**src/rtl/snake_pkg.sv**
```systemverilog
// Shared encodings for the snake move scheduler: headings, plot colours, FSM states.
package snake_pkg;

  localparam logic [1:0] DIR_RIGHT = 2'd0;
  localparam logic [1:0] DIR_DOWN  = 2'd1;
  localparam logic [1:0] DIR_LEFT  = 2'd2;
  localparam logic [1:0] DIR_UP    = 2'd3;

  localparam logic [2:0] COL_BLACK = 3'b000;
  localparam logic [2:0] COL_GREEN = 3'b010;

  typedef enum logic [2:0] {
    S_IDLE   = 3'd0,
    S_WAIT   = 3'd1,
    S_ERASE  = 3'd2,
    S_CHECK  = 3'd3,
    S_STEP   = 3'd4,
    S_SETTLE = 3'd5,
    S_DRAW   = 3'd6,
    S_DEAD   = 3'd7
  } state_t;

endpackage

```
**src/rtl/snake_tick_gen.sv**
```systemverilog
// Move prescaler: counts 0..TICK_DIV-1 while enabled and pulses tick on the last count.
module snake_tick_gen #(
  parameter int TICK_DIV = 12_500_000
) (
  input  logic clk_i,
  input  logic rst_i,
  input  logic clear_i,
  output logic tick_o
);

  localparam int CW = $clog2(TICK_DIV);
  localparam logic [CW-1:0] LAST = CW'(TICK_DIV - 1);

  logic [CW-1:0] cnt_q, cnt_d;

  // Terminal count fires for one cycle and wraps the counter; clear holds it at zero.
  always_comb begin
    tick_o = !clear_i && (cnt_q == LAST);
    cnt_d  = (clear_i || tick_o) ? '0 : cnt_q + CW'(1);
  end

  // Counter register.
  always_ff @(posedge clk_i or posedge rst_i) begin
    if (rst_i) cnt_q <= '0;
    else       cnt_q <= cnt_d;
  end

endmodule

```
**src/rtl/snake_move_scheduler.sv**
```systemverilog
// Per-tick sequencer for the snake head: erase old block, bound check, step, draw new block.
module snake_move_scheduler
  import snake_pkg::*;
#(
  parameter int TICK_DIV = 12_500_000,
  parameter int BLK      = 4,
  parameter int X_MAX    = 159,
  parameter int Y_MAX    = 119
) (
  input  logic       clk,
  input  logic       reset,
  input  logic       start,
  input  logic       go_right,
  input  logic       go_left,
  input  logic [7:0] head_x,
  input  logic [6:0] head_y,
  output logic       step,
  output logic       add_x,
  output logic       sub_x,
  output logic       add_y,
  output logic       sub_y,
  output logic       plot,
  output logic [7:0] x,
  output logic [6:0] y,
  output logic [2:0] colour,
  output logic       game_over,
  output logic       busy
);

  localparam int LB = $clog2(BLK);
  localparam int PW = (LB == 0) ? 1 : 2 * LB;
  localparam logic [PW-1:0] LASTPIX = PW'(BLK * BLK - 1);
  localparam logic [PW-1:0] BLKP    = PW'(BLK);
  localparam logic [8:0] SPAN9 = 9'(2 * BLK - 1);
  localparam logic [8:0] BLK9  = 9'(BLK);
  localparam logic [8:0] XM9   = 9'(X_MAX);
  localparam logic [8:0] YM9   = 9'(Y_MAX);

  state_t        state_q, state_d;
  logic [PW-1:0] pix_q, pix_d;
  logic [1:0]    dir_q, dir_d, dir_new;
  logic          go_r_q, go_l_q, pend_q, pend_right_q, pend_clr;
  logic          edge_r, edge_l, cap_en, tick, dead;
  logic          plot_q, plot_d, step_q, step_d, game_over_q, game_over_d, busy_q, busy_d;
  logic [3:0]    mv_q, mv_d;
  logic [7:0]    x_q, x_d, col;
  logic [6:0]    y_q, y_d, row;
  logic [2:0]    colour_q, colour_d;
  logic [8:0]    hx9, hy9;

  snake_tick_gen #(.TICK_DIV(TICK_DIV)) u_tick (
    .clk_i   (clk),
    .rst_i   (reset),
    .clear_i (state_q != S_WAIT),
    .tick_o  (tick)
  );

  // Heading after the pending turn, and whether the step along it would leave the screen.
  always_comb begin
    dir_new = dir_q;
    if (pend_q) dir_new = pend_right_q ? dir_q + 2'd1 : dir_q - 2'd1;
    hx9 = {1'b0, head_x};
    hy9 = {2'b0, head_y};
    col = 8'(pix_q % BLKP);
    row = 7'(pix_q / BLKP);
    case (dir_new)
      DIR_RIGHT: dead = (hx9 + SPAN9) > XM9;
      DIR_LEFT:  dead = hx9 < BLK9;
      DIR_DOWN:  dead = (hy9 + SPAN9) > YM9;
      default:   dead = hy9 < BLK9;
    endcase
  end

  // Next state plus next values of every registered output.
  always_comb begin
    state_d     = state_q;
    pix_d       = pix_q;
    dir_d       = dir_q;
    pend_clr    = 1'b0;
    plot_d      = 1'b0;
    step_d      = 1'b0;
    mv_d        = 4'b0000;
    x_d         = x_q;
    y_d         = y_q;
    colour_d    = colour_q;
    game_over_d = game_over_q;
    case (state_q)
      S_IDLE: if (start) begin
        state_d = S_DRAW;
        pix_d   = '0;
      end
      S_WAIT: if (tick) state_d = S_ERASE;
      S_ERASE, S_DRAW: begin
        plot_d   = 1'b1;
        colour_d = (state_q == S_ERASE) ? COL_BLACK : COL_GREEN;
        x_d      = head_x + col;
        y_d      = head_y + row;
        if (pix_q == LASTPIX) begin
          pix_d   = '0;
          state_d = (state_q == S_ERASE) ? S_CHECK : S_WAIT;
        end else begin
          pix_d = pix_q + PW'(1);
        end
      end
      S_CHECK: begin
        dir_d    = dir_new;
        pend_clr = 1'b1;
        if (dead) begin
          state_d     = S_DEAD;
          game_over_d = 1'b1;
        end else begin
          state_d = S_STEP;
          step_d  = 1'b1;
          case (dir_new)
            DIR_RIGHT: mv_d = 4'b1000;
            DIR_LEFT:  mv_d = 4'b0100;
            DIR_DOWN:  mv_d = 4'b0010;
            default:   mv_d = 4'b0001;
          endcase
        end
      end
      S_STEP:   state_d = S_SETTLE;
      S_SETTLE: state_d = S_DRAW;
      default:  game_over_d = 1'b1;
    endcase
    busy_d = (state_d == S_ERASE) || (state_d == S_CHECK) || (state_d == S_STEP) ||
             (state_d == S_SETTLE) || (state_d == S_DRAW);
  end

  // State, pixel counter, heading and registered outputs.
  always_ff @(posedge clk or posedge reset) begin
    if (reset) begin
      state_q     <= S_IDLE;
      pix_q       <= '0;
      dir_q       <= DIR_RIGHT;
      plot_q      <= 1'b0;
      step_q      <= 1'b0;
      mv_q        <= 4'b0000;
      x_q         <= '0;
      y_q         <= '0;
      colour_q    <= COL_BLACK;
      game_over_q <= 1'b0;
      busy_q      <= 1'b0;
    end else begin
      state_q     <= state_d;
      pix_q       <= pix_d;
      dir_q       <= dir_d;
      plot_q      <= plot_d;
      step_q      <= step_d;
      mv_q        <= mv_d;
      x_q         <= x_d;
      y_q         <= y_d;
      colour_q    <= colour_d;
      game_over_q <= game_over_d;
      busy_q      <= busy_d;
    end
  end

  // Turn latch: edges are only taken while a game runs, so a button held through reset
  // or pressed before start never turns the snake; a simultaneous double edge is dropped.
  always_comb begin
    edge_r = go_right & ~go_r_q;
    edge_l = go_left & ~go_l_q;
    cap_en = (state_q != S_IDLE) && (state_q != S_DEAD);
  end

  // Button history and the single pending turn.
  always_ff @(posedge clk or posedge reset) begin
    if (reset) begin
      go_r_q       <= 1'b0;
      go_l_q       <= 1'b0;
      pend_q       <= 1'b0;
      pend_right_q <= 1'b0;
    end else begin
      go_r_q <= go_right;
      go_l_q <= go_left;
      if (pend_clr) begin
        pend_q <= 1'b0;
      end else if (cap_en && !pend_q && (edge_r ^ edge_l)) begin
        pend_q       <= 1'b1;
        pend_right_q <= edge_r;
      end
    end
  end

  assign plot      = plot_q;
  assign step      = step_q;
  assign {add_x, sub_x, add_y, sub_y} = mv_q;
  assign x         = x_q;
  assign y         = y_q;
  assign colour    = colour_q;
  assign game_over = game_over_q;
  assign busy      = busy_q;

endmodule
```
**config.mk**
```make
export PLATFORM = sky130hd
export DESIGN_NAME = snake_move_scheduler
export DESIGN_NICKNAME = d
export VERILOG_FILES = /design/src/rtl/snake_pkg.sv /design/src/rtl/snake_tick_gen.sv /design/src/rtl/snake_move_scheduler.sv
export SDC_FILE = /design/constraint.sdc
export NUM_CORES = 1
export LEC_CHECK = 0
export CAP_MARGIN = 20
export CORE_MARGIN = 2
export CORE_UTILIZATION = 50
export CTS_BUF_LIST = sky130_fd_sc_hd__clkbuf_4 sky130_fd_sc_hd__clkbuf_8
export DETAILED_ROUTE_END_ITERATION = 10
export GPL_ROUTABILITY_DRIVEN = 0
export GPL_TIMING_DRIVEN = 0
export PLACE_DENSITY = 0.74
export SYNTH_ARGS = -nofsm -noshare
export SYNTH_HDL_FRONTEND = slang
export SYNTH_SLANG_ARGS = --single-unit
```
**constraint.sdc**
```tcl
create_clock -name clk -period 3.1 [get_ports clk]
set_input_delay 0.31 -clock clk [delete_from_list [all_inputs] [get_ports clk]]
set_output_delay 0.31 -clock clk [all_outputs]
set_load 0.03 [all_outputs]
```
Word level (Yosys, flattened, before mapping)
Index checks and enable logic that the tools add are counted.
{"block": "op_classes", "shifts": 0, "n_div": 0, "bitwise": 7, "eq_ne": 19, "mul": 0, "n_addsub": 8, "n_reduce_logical": 21, "magnitude_cmp": 4, "mux": 25}
{"cell": "24-bit by 1-bit adder with 24-bit output, second input constant", "count": 1}
{"cell": "24-bit == test, second input constant", "count": 1}
{"cell": "24-bit 2-to-1 mux", "count": 1}
{"cell": "3-bit == test, second input constant", "count": 6}
{"cell": "3-bit case mux with 6 select lines", "count": 1}
{"cell": "4-bit 2-to-1 mux", "count": 4}
{"cell": "3-bit by 2-bit == test with 1-bit output, second input constant", "count": 4}
{"cell": "4-bit case mux with 3 select lines", "count": 1}
{"cell": "2-bit 2-to-1 mux", "count": 5}
{"cell": "8-bit by 3-bit adder with 9-bit output, second input constant", "count": 1}
{"cell": "9-bit by 8-bit > comparator with 1-bit output, second input constant", "count": 1}
{"cell": "3-bit 2-to-1 mux", "count": 3}
{"cell": "7-bit by 3-bit adder with 8-bit output, second input constant", "count": 1}
{"cell": "8-bit by 2-bit adder with 8-bit output", "count": 1}
{"cell": "8-bit by 7-bit > comparator with 1-bit output, second input constant", "count": 1}
{"cell": "8-bit by 3-bit less-than comparator with 1-bit output, second input constant", "count": 1}
{"cell": "4-bit case mux with 2 select lines", "count": 1}
{"cell": "7-bit by 2-bit adder with 7-bit output", "count": 1}
{"cell": "7-bit by 3-bit less-than comparator with 1-bit output, second input constant", "count": 1}
{"cell": "1-bit 2-to-1 mux", "count": 7}
{"cell": "2-bit AND reduction", "count": 3}
{"cell": "6-bit OR reduction", "count": 1}
{"cell": "1-bit logical OR", "count": 5}
{"cell": "4-bit by 1-bit adder with 4-bit output, second input constant", "count": 1}
{"cell": "21 further kinds", "count": 31}
{"block": "word_totals", "wordCells": 100, "ramBits": 0, "reg_bits": 63, "mem_bits_ro": 0, "latchBits": 0, "mem_count": 0}

Logic depth before layout (Yosys ltp)
Gate-level depths: netlist of run 1.
{"block": "depth", "depth_word": 12, "mapped_depth": 8, "depth_no_buf": 8}

Modules after synthesis
From an unflattened synthesis of run 1, not the netlist that was laid out.
{"block": "hier_totals", "cells_unflattened": 346, "area_unflattened_um2": 3415.8}
{"mod": "snake_move_scheduler", "area_each_um2": 2055.7, "cells_each": 218, "n_inst": 1}
{"mod": "snake_tick_gen", "area_each_um2": 1360.1, "cells_each": 128, "n_inst": 1}

Worst setup path after synthesis of run 1
No wires, ideal clock.
{"block": "synth_timing", "kind": "input-to-reg", "from": "in head_x[2]", "to": "reg state_q[1]", "n_path_buf": 1, "cell_stages": 7, "arrival_ps": 1883, "slack_ps": 1093, "path_cell_list": "buf_4 -> o311ai_0 -> mux2_2 -> nor3_1 -> o311a_4 -> nor2_4 -> a211o_1"}
{"block": "synth_via", "elab_chain_len": 5, "elab_cells_between_ends": 6}
{"element": "from (decl)", "line_no": "snake_move_scheduler.sv:15", "text": "input logic [7:0] head_x,"}
{"element": "8-bit by 3-bit adder with 9-bit output", "line_no": "snake_move_scheduler.sv:67", "text": "DIR_RIGHT: dead = (hx9 + SPAN9) > XM9;"}
{"element": "9-bit by 8-bit > comparator with 1-bit output", "line_no": "snake_move_scheduler.sv:67"}
{"element": "1-bit case mux with 3 select lines (*)", "line_no": "snake_move_scheduler.sv:66", "text": "case (dir_new)"}
{"element": "2-bit 2-to-1 mux (*)", "line_no": "snake_move_scheduler.sv:108", "text": "if (dead) begin"}
{"element": "3-bit case mux with 6 select lines (*)", "line_no": "snake_move_scheduler.sv:87", "text": "case (state_q)"}
{"element": "via state_d[1]", "line_no": "snake_move_scheduler.sv:39", "text": "state_t state_q, state_d;"}
{"element": "to (signal assigned)", "line_no": "snake_move_scheduler.sv:145", "text": "state_q <= state_d;"}
{"element": "to (decl)", "line_no": "snake_move_scheduler.sv:39"}
Mark *: on every way through the listed nets, which the timed path passes. The rest lies on a longest branch.
A chain may end at the register's enable or synchronous reset.

Worst setup path after layout of run 1
{"block": "layout_timing", "from": "in head_x[1]", "to": "reg state_q[1]"}
Same word-level chain as after synthesis.

==> results of run 1 <==
logic make-up (layout without fill, tap and decap cells):
logic type | count (synthesis) | count (layout)
AND/OR/NAND/NOR | 151 | 151
other | 1 | 2
adder cells (fa/ha/maj) | 9 | 9
flip-flops | 61 | 61
buffers and inverters | 33 | 88
XOR/XNOR | 38 | 38
AO/OA/AOI/OAI | 57 | 57
multiplexers | 2 | 2
sequential cells by signal, summed over array words and instances, names as in the netlist, 2 cells and up:
signal / flops
state_q: 3
dir_q: 2
y: 7
x: 8
u_tick.cnt_q: 24
mv_q: 4
pix_q: 4
metal layers:
metal | global-route usage | vias to the layer above
li1 | - | 1313
met1 | 0.271 | 1222
met2 | 0.327 | 53
met3 | 0.0438 | 12
met4 | 0.102 | 0
met5 | 0 | -
synthesized netlist by cell type (2+ instances only):
library cell               number  area, um^2
sky130_fd_sc_hd__nand2b_1       5        31.3
sky130_fd_sc_hd__a21oi_1       10        50.1
sky130_fd_sc_hd__ha_1           7        87.6
sky130_fd_sc_hd__or3_1          3        18.8
sky130_fd_sc_hd__a22o_1         2        17.5
sky130_fd_sc_hd__nand3_1       12        60.1
sky130_fd_sc_hd__mux2_2         2        22.5
sky130_fd_sc_hd__nor2b_1        4        25.0
sky130_fd_sc_hd__and3_1         3        18.8
sky130_fd_sc_hd__clkbuf_1       8        30.0
sky130_fd_sc_hd__o311ai_0       2        17.5
sky130_fd_sc_hd__nor4_1         3        18.8
sky130_fd_sc_hd__nor2_1        39         146
sky130_fd_sc_hd__inv_1         15        56.3
sky130_fd_sc_hd__and2_1         3        18.8
sky130_fd_sc_hd__or4b_2         2        20.0
sky130_fd_sc_hd__nand2_1       41         154
sky130_fd_sc_hd__xor2_1        21         184
sky130_fd_sc_hd__dfrtp_1       61        1530
sky130_fd_sc_hd__nor3_1        12        60.1
sky130_fd_sc_hd__and4_1         3        26.3
sky130_fd_sc_hd__or2_2          2        12.5
sky130_fd_sc_hd__nor3b_1        2        15.0
sky130_fd_sc_hd__fa_1           2        40.0
sky130_fd_sc_hd__a31oi_1        3        18.8
sky130_fd_sc_hd__a211o_1        2        17.5
sky130_fd_sc_hd__buf_2          5        25.0
sky130_fd_sc_hd__nand3b_1       3        22.5
sky130_fd_sc_hd__nand4_1        8        50.1
sky130_fd_sc_hd__xnor2_1       17         149
sky130_fd_sc_hd__o21ai_0       22         110
sky130_fd_sc_hd__buf_4          3        22.5
layout by cell type (no fill, tap or decap), types with 9 or more instances in the layout:
cell type / n
sky130_fd_sc_hd__dfrtp_1: 61
sky130_fd_sc_hd__nand2_1: 41
sky130_fd_sc_hd__nor2_1: 39
sky130_fd_sc_hd__clkdlybuf4s50_1: 39
sky130_fd_sc_hd__o21ai_0: 22
sky130_fd_sc_hd__xor2_1: 21
sky130_fd_sc_hd__xnor2_1: 17
sky130_fd_sc_hd__inv_1: 14
sky130_fd_sc_hd__nand3_1: 12
sky130_fd_sc_hd__nor3_1: 12
sky130_fd_sc_hd__a21oi_1: 10
sky130_fd_sc_hd__clkbuf_8: 9
how the worst max path moves through the flow:
stage,cells after the start,endpoint
finish,7,state_q[1]
global route,9,state_q[1]
CTS,7,state_q[1]
detailed placement,7,state_q[1]
global placement,2,go_r_q
floorplan,7,state_q[1]
power by group through the flow:
stage                     logic, mW  registers [mW]  clock network [mW]
after CTS                      1.39            1.10               0.683
after detailed placement       1.38            1.11                   0
after floorplan               0.705            1.32                   0
final                          1.39            1.09               0.672
after global placement         1.36            1.10                   0
after global routing           1.53            1.12               0.721
area by class of cell:
cell class,count,area [um^2],area share
buffer,18,92.6,0.0232
clock buffer,9,124,0.0310
clock inverter,6,55.1,0.0138
inverter,15,56.3,0.0141
multi-input combinational,259,1630,0.409
sequential,61,1530,0.382
tap,77,96.3,0.0241
timing repair buffer,40,410,0.103
worst register-to-register path: cells and delay by family, from the launching register on:
family / cells / cell delay [ns]
xor gates and xnor gates: 1 / 0.39
and+or+nand+nor: 1 / 0.10
DFF: 1 / 0.36
AOI/OAI and AO/OA: 3 / 0.94
buffers and inverters: 1 / 0.20
stage by stage:
step           setup WS (ns)  std cells  hold slack, ns
2_1_floorplan           1.09        353           0.341
6_report               0.895        485           0.272
3_3_place_gp           0.227        469           0.461
5_1_grt                0.762        485           0.289
3_5_place_dp           0.514        470           0.458
4_1_cts                0.863        485           0.276
==> flow_summary.json, run 1 <==
{
  "status": "completed",
  "worstPathBufferInverterCount": 1,
  "first_global_vias": 2573,
  "r2r_setup_slack_ns": 1.01,
  "wirelength_met1_um": 3300,
  "synth-compound-area-share": 0.117,
  "setup-violations-final": 0,
  "crit_arrival_ns": 2.44,
  "worstSetupStartpoint": "head_x[1]",
  "synth.yosys.warnings": 0,
  "dr.first_iter.drc_count": 134,
  "crit_slowest_cell": "sky130_fd_sc_hd__clkdlybuf4s50_1",
  "path_cells": "clkdlybuf4s50_1 > o311ai_0 > mux2_2 > nor3_1 > o311a_4 > nor2_4 > a211o_1",
  "wl_per_cell_um": 14.3,
  "post-route-period-util": 0.711,
  "cts_repair_resize_count": 0,
  "fin_worst_skew_ns": 0.00806,
  "worst_skew_pair.late_latency_ns": 0.35,
  "drt_pass1_iterations": 4,
  "worstHoldPathType": "input pin to async pin",
  "ioPinCount": 46,
  "max_freq_mhz": 453,
  "design.core.area_mm2": 0.00639,
  "crit_required_ns": 3.33,
  "cellLeakagePower_nw": 1.64,
  "io_port_bufs": 39,
  "synth_area_per_cell_um2": 9.39,
  "max-slew-margin-rel": 0.596,
  "final_area_mm2": 0.00399,
  "post_drt_via_cell_ratio": 5.36,
  "cts-hold-fix-buffers": 0,
  "start_util": 0.517,
  "layout.nets": 433,
  "dr_wl_met2_um": 3180,
  "max-cap-violations": 0,
  "grt_setup_unrepaired": "no",
  "syn-cell-area_mm2": 0.00330,
  "synth_xor_area_frac": 0.101,
  "combinational_family_with_the_most_area_after_synthesis": "simple AND/OR/NAND/NOR gates",
  "cp_max_fo": 4,
  "post_synth_mux_area_share": 0.00682,
  "finalWirelength_um": 6930,
  "critical_path.reg2reg.endpoint": "state_q[1]",
  "synth_enable_flop_cells": 0,
  "syn-instance-count": 352,
  "clockRootBuffer": "sky130_fd_sc_hd__clkbuf_8",
  "pwr-share-comb": 0.440,
  "post-dp-hpwl_um": 5000,
  "sw_frac_of_total": 0.400,
  "crit_family": "compound AO/OA/AOI/OAI gates",
  "cts_sinks": 61,
  "insertedDiodeCount": 0,
  "wl_met3_um": 295,
  "clock_tree_from_tritoncts": "yes",
  "switchingPower_mw": 1.26,
  "overflow": 0,
  "cp-end-kind": "flop",
  "grt_start_max_net_pins": 44,
  "area_overhead_vs_synth_pct": 20.9,
  "fp.dieH_um": 85.3,
  "sequential_cell_fraction_of_total_power": 0.347,
  "finish.utilization": 0.625,
  "clock_share_of_power": 0.213,
  "core.rowCount": 29,
  "fill_cells": 560,
  "grt_antenna_before_repair": 0,
  "yosysUniqueCellTypes": 57,
  "yosys.area_share.simple": 0.229,
  "synth_seq_cells": 61,
  "synthFlopType": "sky130_fd_sc_hd__dfrtp_1",
  "post-layout-total-power_mw": 3.15,
  "powerDensity_mw_per_mm2": 790,
  "total_internal_power_mw": 1.89,
  "max-vdd-ir-drop_mv": 0.501,
  "drc_errors": 0,
  "share_of_the_yosys_chip_area_belonging_to_registers": 0.462,
  "fin_setup_tns_ns": 0,
  "drive_above_1_share": 0.0882,
  "post_cts.repair.setup_buffers": 0,
  "grt_first_pass_wirelength_um": 11900,
  "die_w_um": 85.3,
  "slowest_delay_ns": 0.48,
  "clk_pin_slew_worst_paths_ns": 0.07,
  "htree_levels": 3,
  "tightest_slew_ns": 0.606,
  "ctsLongestPathBuffers": 2,
  "synth_adder_area_share": 0.0386,
  "worst-setup-path-type": "input pin to flop",
  "slew_violations": 0,
  "cp-start-kind": "input pin",
  "routed-via-count": 2600,
  "asyncSetResetFlopFracSynth": 1.00,
  "rr_worst_depth": 6,
  "route.top_layer_used": "met4",
  "timing.final.crit_period_ns": 2.21,
  "hold_viol": 0,
  "r2r-start": "pend_right_q",
  "die_area_mm2": 0.00728,
  "detail-route-antenna-nets": 0,
  "cts-buffers-inserted": 9,
  "grt_usage": 0.207,
  "placed_cell_area_mm2": 0.00381
}
Power figures use the tool's default switching activity.
==> run 2: changes to the inputs <==
--- a/config.mk
+++ b/config.mk
@@ -12,7 +12,7 @@
 export DETAILED_ROUTE_END_ITERATION = 10
 export GPL_ROUTABILITY_DRIVEN = 0
 export GPL_TIMING_DRIVEN = 0
-export PLACE_DENSITY = 0.74
+export PLACE_DENSITY = 0.77
 export SYNTH_ARGS = -nofsm -noshare
 export SYNTH_HDL_FRONTEND = slang
 export SYNTH_SLANG_ARGS = --single-unit
==> constraint.sdc (replaced) <==
create_clock -name clk -period 1.9 [get_ports clk]
set_input_delay 0.19 -clock clk [delete_from_list [all_inputs] [get_ports clk]]
set_output_delay 0.19 -clock clk [all_outputs]
set_load 0.03 [all_outputs]
==> run 2 against run 1 <==
Against the previous run:
- final cell count increased by 3.1%
- sequential power is 67% higher
- design area up 7.9%
- clock power increased by 130%
- worst hold slack worse by 0.082 ns
- combinational power grew 65%
- via count is 3.9% higher
- global-route usage increased by 0.62 points
- non-clock buffer count grew 14
- register-to-register slack got worse by 0.95 ns
- wire length up 8.3%
- critical path type is now flop to flop
- highest routed layer unchanged
==> flow_summary.json, run 2 (same netlist as run 1, synthesis figures left out) <==
{
  "grt_antenna_before_repair": 0,
  "crit_top_cell": "sky130_fd_sc_hd__nand4_1",
  "r2r-start": "u_tick.cnt_q[1]",
  "post_drt_via_cell_ratio": 5.40,
  "worst-setup-path-type": "flop to flop",
  "design.core.area_mm2": 0.00639,
  "insertedDiodeCount": 0,
  "die_area_mm2": 0.00728,
  "worstHoldPathType": "input pin to flop",
  "io_port_bufs": 39,
  "ioPinCount": 46,
  "worstHoldPathCells": 3,
  "wl_met3_um": 290,
  "wl_per_cell_um": 15.0,
  "final_area_mm2": 0.00431,
  "overflow": 0,
  "crit_path_cell_count": 6,
  "clk_pin_slew_worst_paths_ns": 0.07,
  "placed_cells_incl_taps": 470,
  "hold_path.startpoint": "head_x[3]",
  "start_util": 0.517,
  "crit_arrival_ns": 2.10,
  "status": "completed",
  "grt_usage": 0.213,
  "drive_above_1_share": 0.154,
  "placed_cell_area_mm2": 0.00381,
  "crit_family": "simple AND/OR/NAND/NOR gates",
  "max-slew-margin-rel": 0.506,
  "layout.nets": 447,
  "first_global_vias": 2680,
  "fp.dieH_um": 85.3,
  "max-cap-violations": 0,
  "max-vdd-ir-drop_mv": 1.11,
  "drt_pass1_iterations": 4,
  "die_w_um": 85.3,
  "post-dp-hpwl_um": 5070,
  "path_cells": "ha_4 > nand4_1 > nor2_2 > nand4_1 > or3_1 > a21oi_2",
  "core.rowCount": 29,
  "worst_skew_pair.late_latency_ns": 0.34,
  "cp_max_fo": 6,
  "dr_wl_met2_um": 3670,
  "crit_required_ns": 2.17,
  "largest_reg_flops": 24,
  "setup-violations-final": 0,
  "ctsLongestPathBuffers": 2,
  "commonest_non_fill_non_tap_cell_in_the_layout": "sky130_fd_sc_hd__dfrtp_1",
  "clock_tree_from_tritoncts": "yes",
  "detail-route-antenna-nets": 0,
  "post-route-period-util": 0.968,
  "rr_worst_depth": 6,
  "slowest_delay_ns": 0.41,
  "layout_common_cells": "sky130_fd_sc_hd__dfrtp_1 (59), sky130_fd_sc_hd__nand2_1 (41), sky130_fd_sc_hd__nor2_1 (37)",
  "drc_errors": 0,
  "wirelength_met1_um": 3410,
  "crit_slowest_cell": "sky130_fd_sc_hd__or3_1",
  "cts_sinks": 61,
  "dr.first_iter.drc_count": 161,
  "cp-end-kind": "flop",
  "layout.cells.non_filler": 500,
  "timing.final.crit_period_ns": 1.84,
  "post-layout-total-power_mw": 5.66,
  "max_freq_mhz": 544,
  "fin_worst_skew_ns": 0.00821,
  "worstPathBufferInverterCount": 0,
  "cp-start-kind": "flop",
  "clockRootBuffer": "sky130_fd_sc_hd__clkbuf_8",
  "slew_violations": 0,
  "fin_setup_tns_ns": 0,
  "htree_levels": 3,
  "grt_first_pass_wirelength_um": 12400,
  "grt_start_max_net_pins": 36,
  "largest_register": "u_tick.cnt_q",
  "routed-via-count": 2702,
  "cellLeakagePower_nw": 1.82,
  "grt_setup_unrepaired": "yes",
  "hold_viol": 0,
  "route.top_layer_used": "met4",
  "finalWirelength_um": 7500,
  "worstSetupStartpoint": "u_tick.cnt_q[1]",
  "cts-buffers-inserted": 9,
  "tightest_slew_ns": 0.740,
  "powerDensity_mw_per_mm2": 1310,
  "area_overhead_vs_synth_pct": 30.4,
  "timing.hold.ws_ns": 0.190
}
-- run 2: changes by cell type in the layout (fill, tap and decap cells not counted), sizes merged --
cell	delta
bufinv	+3
dlymetal6s2s	+3
clkbuf	+1
clkdlybuf4s50	-9
clkinvlp	+2
dlygate4sd2	+6
buf	+14
clkinv	-5
-- run 2: layout make-up --
type | instances | area (um^2)
clock buffer | 10 | 131
tap | 77 | 96.3
sequential | 61 | 1530
timing repair buffer | 56 | 556
fill | 500 | 2080
inverter | 15 | 56.3
clock inverter | 6 | 135
buffer | 16 | 110
multi-input combinational | 259 | 1700
-- run 2: where the power goes --
group	switching [mW]	leakage (nW)	internal, mW
Sequential	0.219	0.776	1.60
Clock	0.525	0.126	1.02
Combinational	1.35	0.914	0.944
Total	2.09	1.82	3.57
-- run 2: repair_timing --
item,in CTS,in global routing
setup endpoints to repair,31,33
gates cloned,1,1
pin swaps,3,12
resized for setup,20,20
buffers inserted,8,6
hold buffers,0,0
-- run 2: final timing paths --
check,end,slack (ns)
worst min-delay path,x[3],0.19
max in group asynchronous,dir_q[1],0.98
worst max-delay path,u_tick.cnt_q[14],0.06
worst min register to register,game_over,0.48
min in group asynchronous,plot,0.30
worst max register to register,u_tick.cnt_q[14],0.06
-- run 2: layer usage --
| layer | vias to the layer above | track usage |
|---|---|---|
| met3 | 12 | 0.0389 |
| met2 | 56 | 0.343 |
| met1 | 1296 | 0.281 |
| met4 | 0 | 0.0967 |
| met5 | - | 0 |
| li1 | 1338 | - |
-- run 2: worst register-to-register path, stage by stage (launching register included) --
cell and delay (ns):
sky130_fd_sc_hd__dfrtp_1 0.40, sky130_fd_sc_hd__ha_4 0.16, sky130_fd_sc_hd__nand4_1 0.22, sky130_fd_sc_hd__nor2_2 0.19
sky130_fd_sc_hd__nand4_1 0.24, sky130_fd_sc_hd__or3_1 0.41, sky130_fd_sc_hd__a21oi_2 0.16
-- run 2: through the flow --
stage	util	setup WS, ns
after detailed placement	0.597	-0.576
after CTS	0.655	0.00291
after global placement	0.594	-0.876
final	0.675	0.0617
after floorplan	-	0.0132
after global routing	0.675	-0.0684
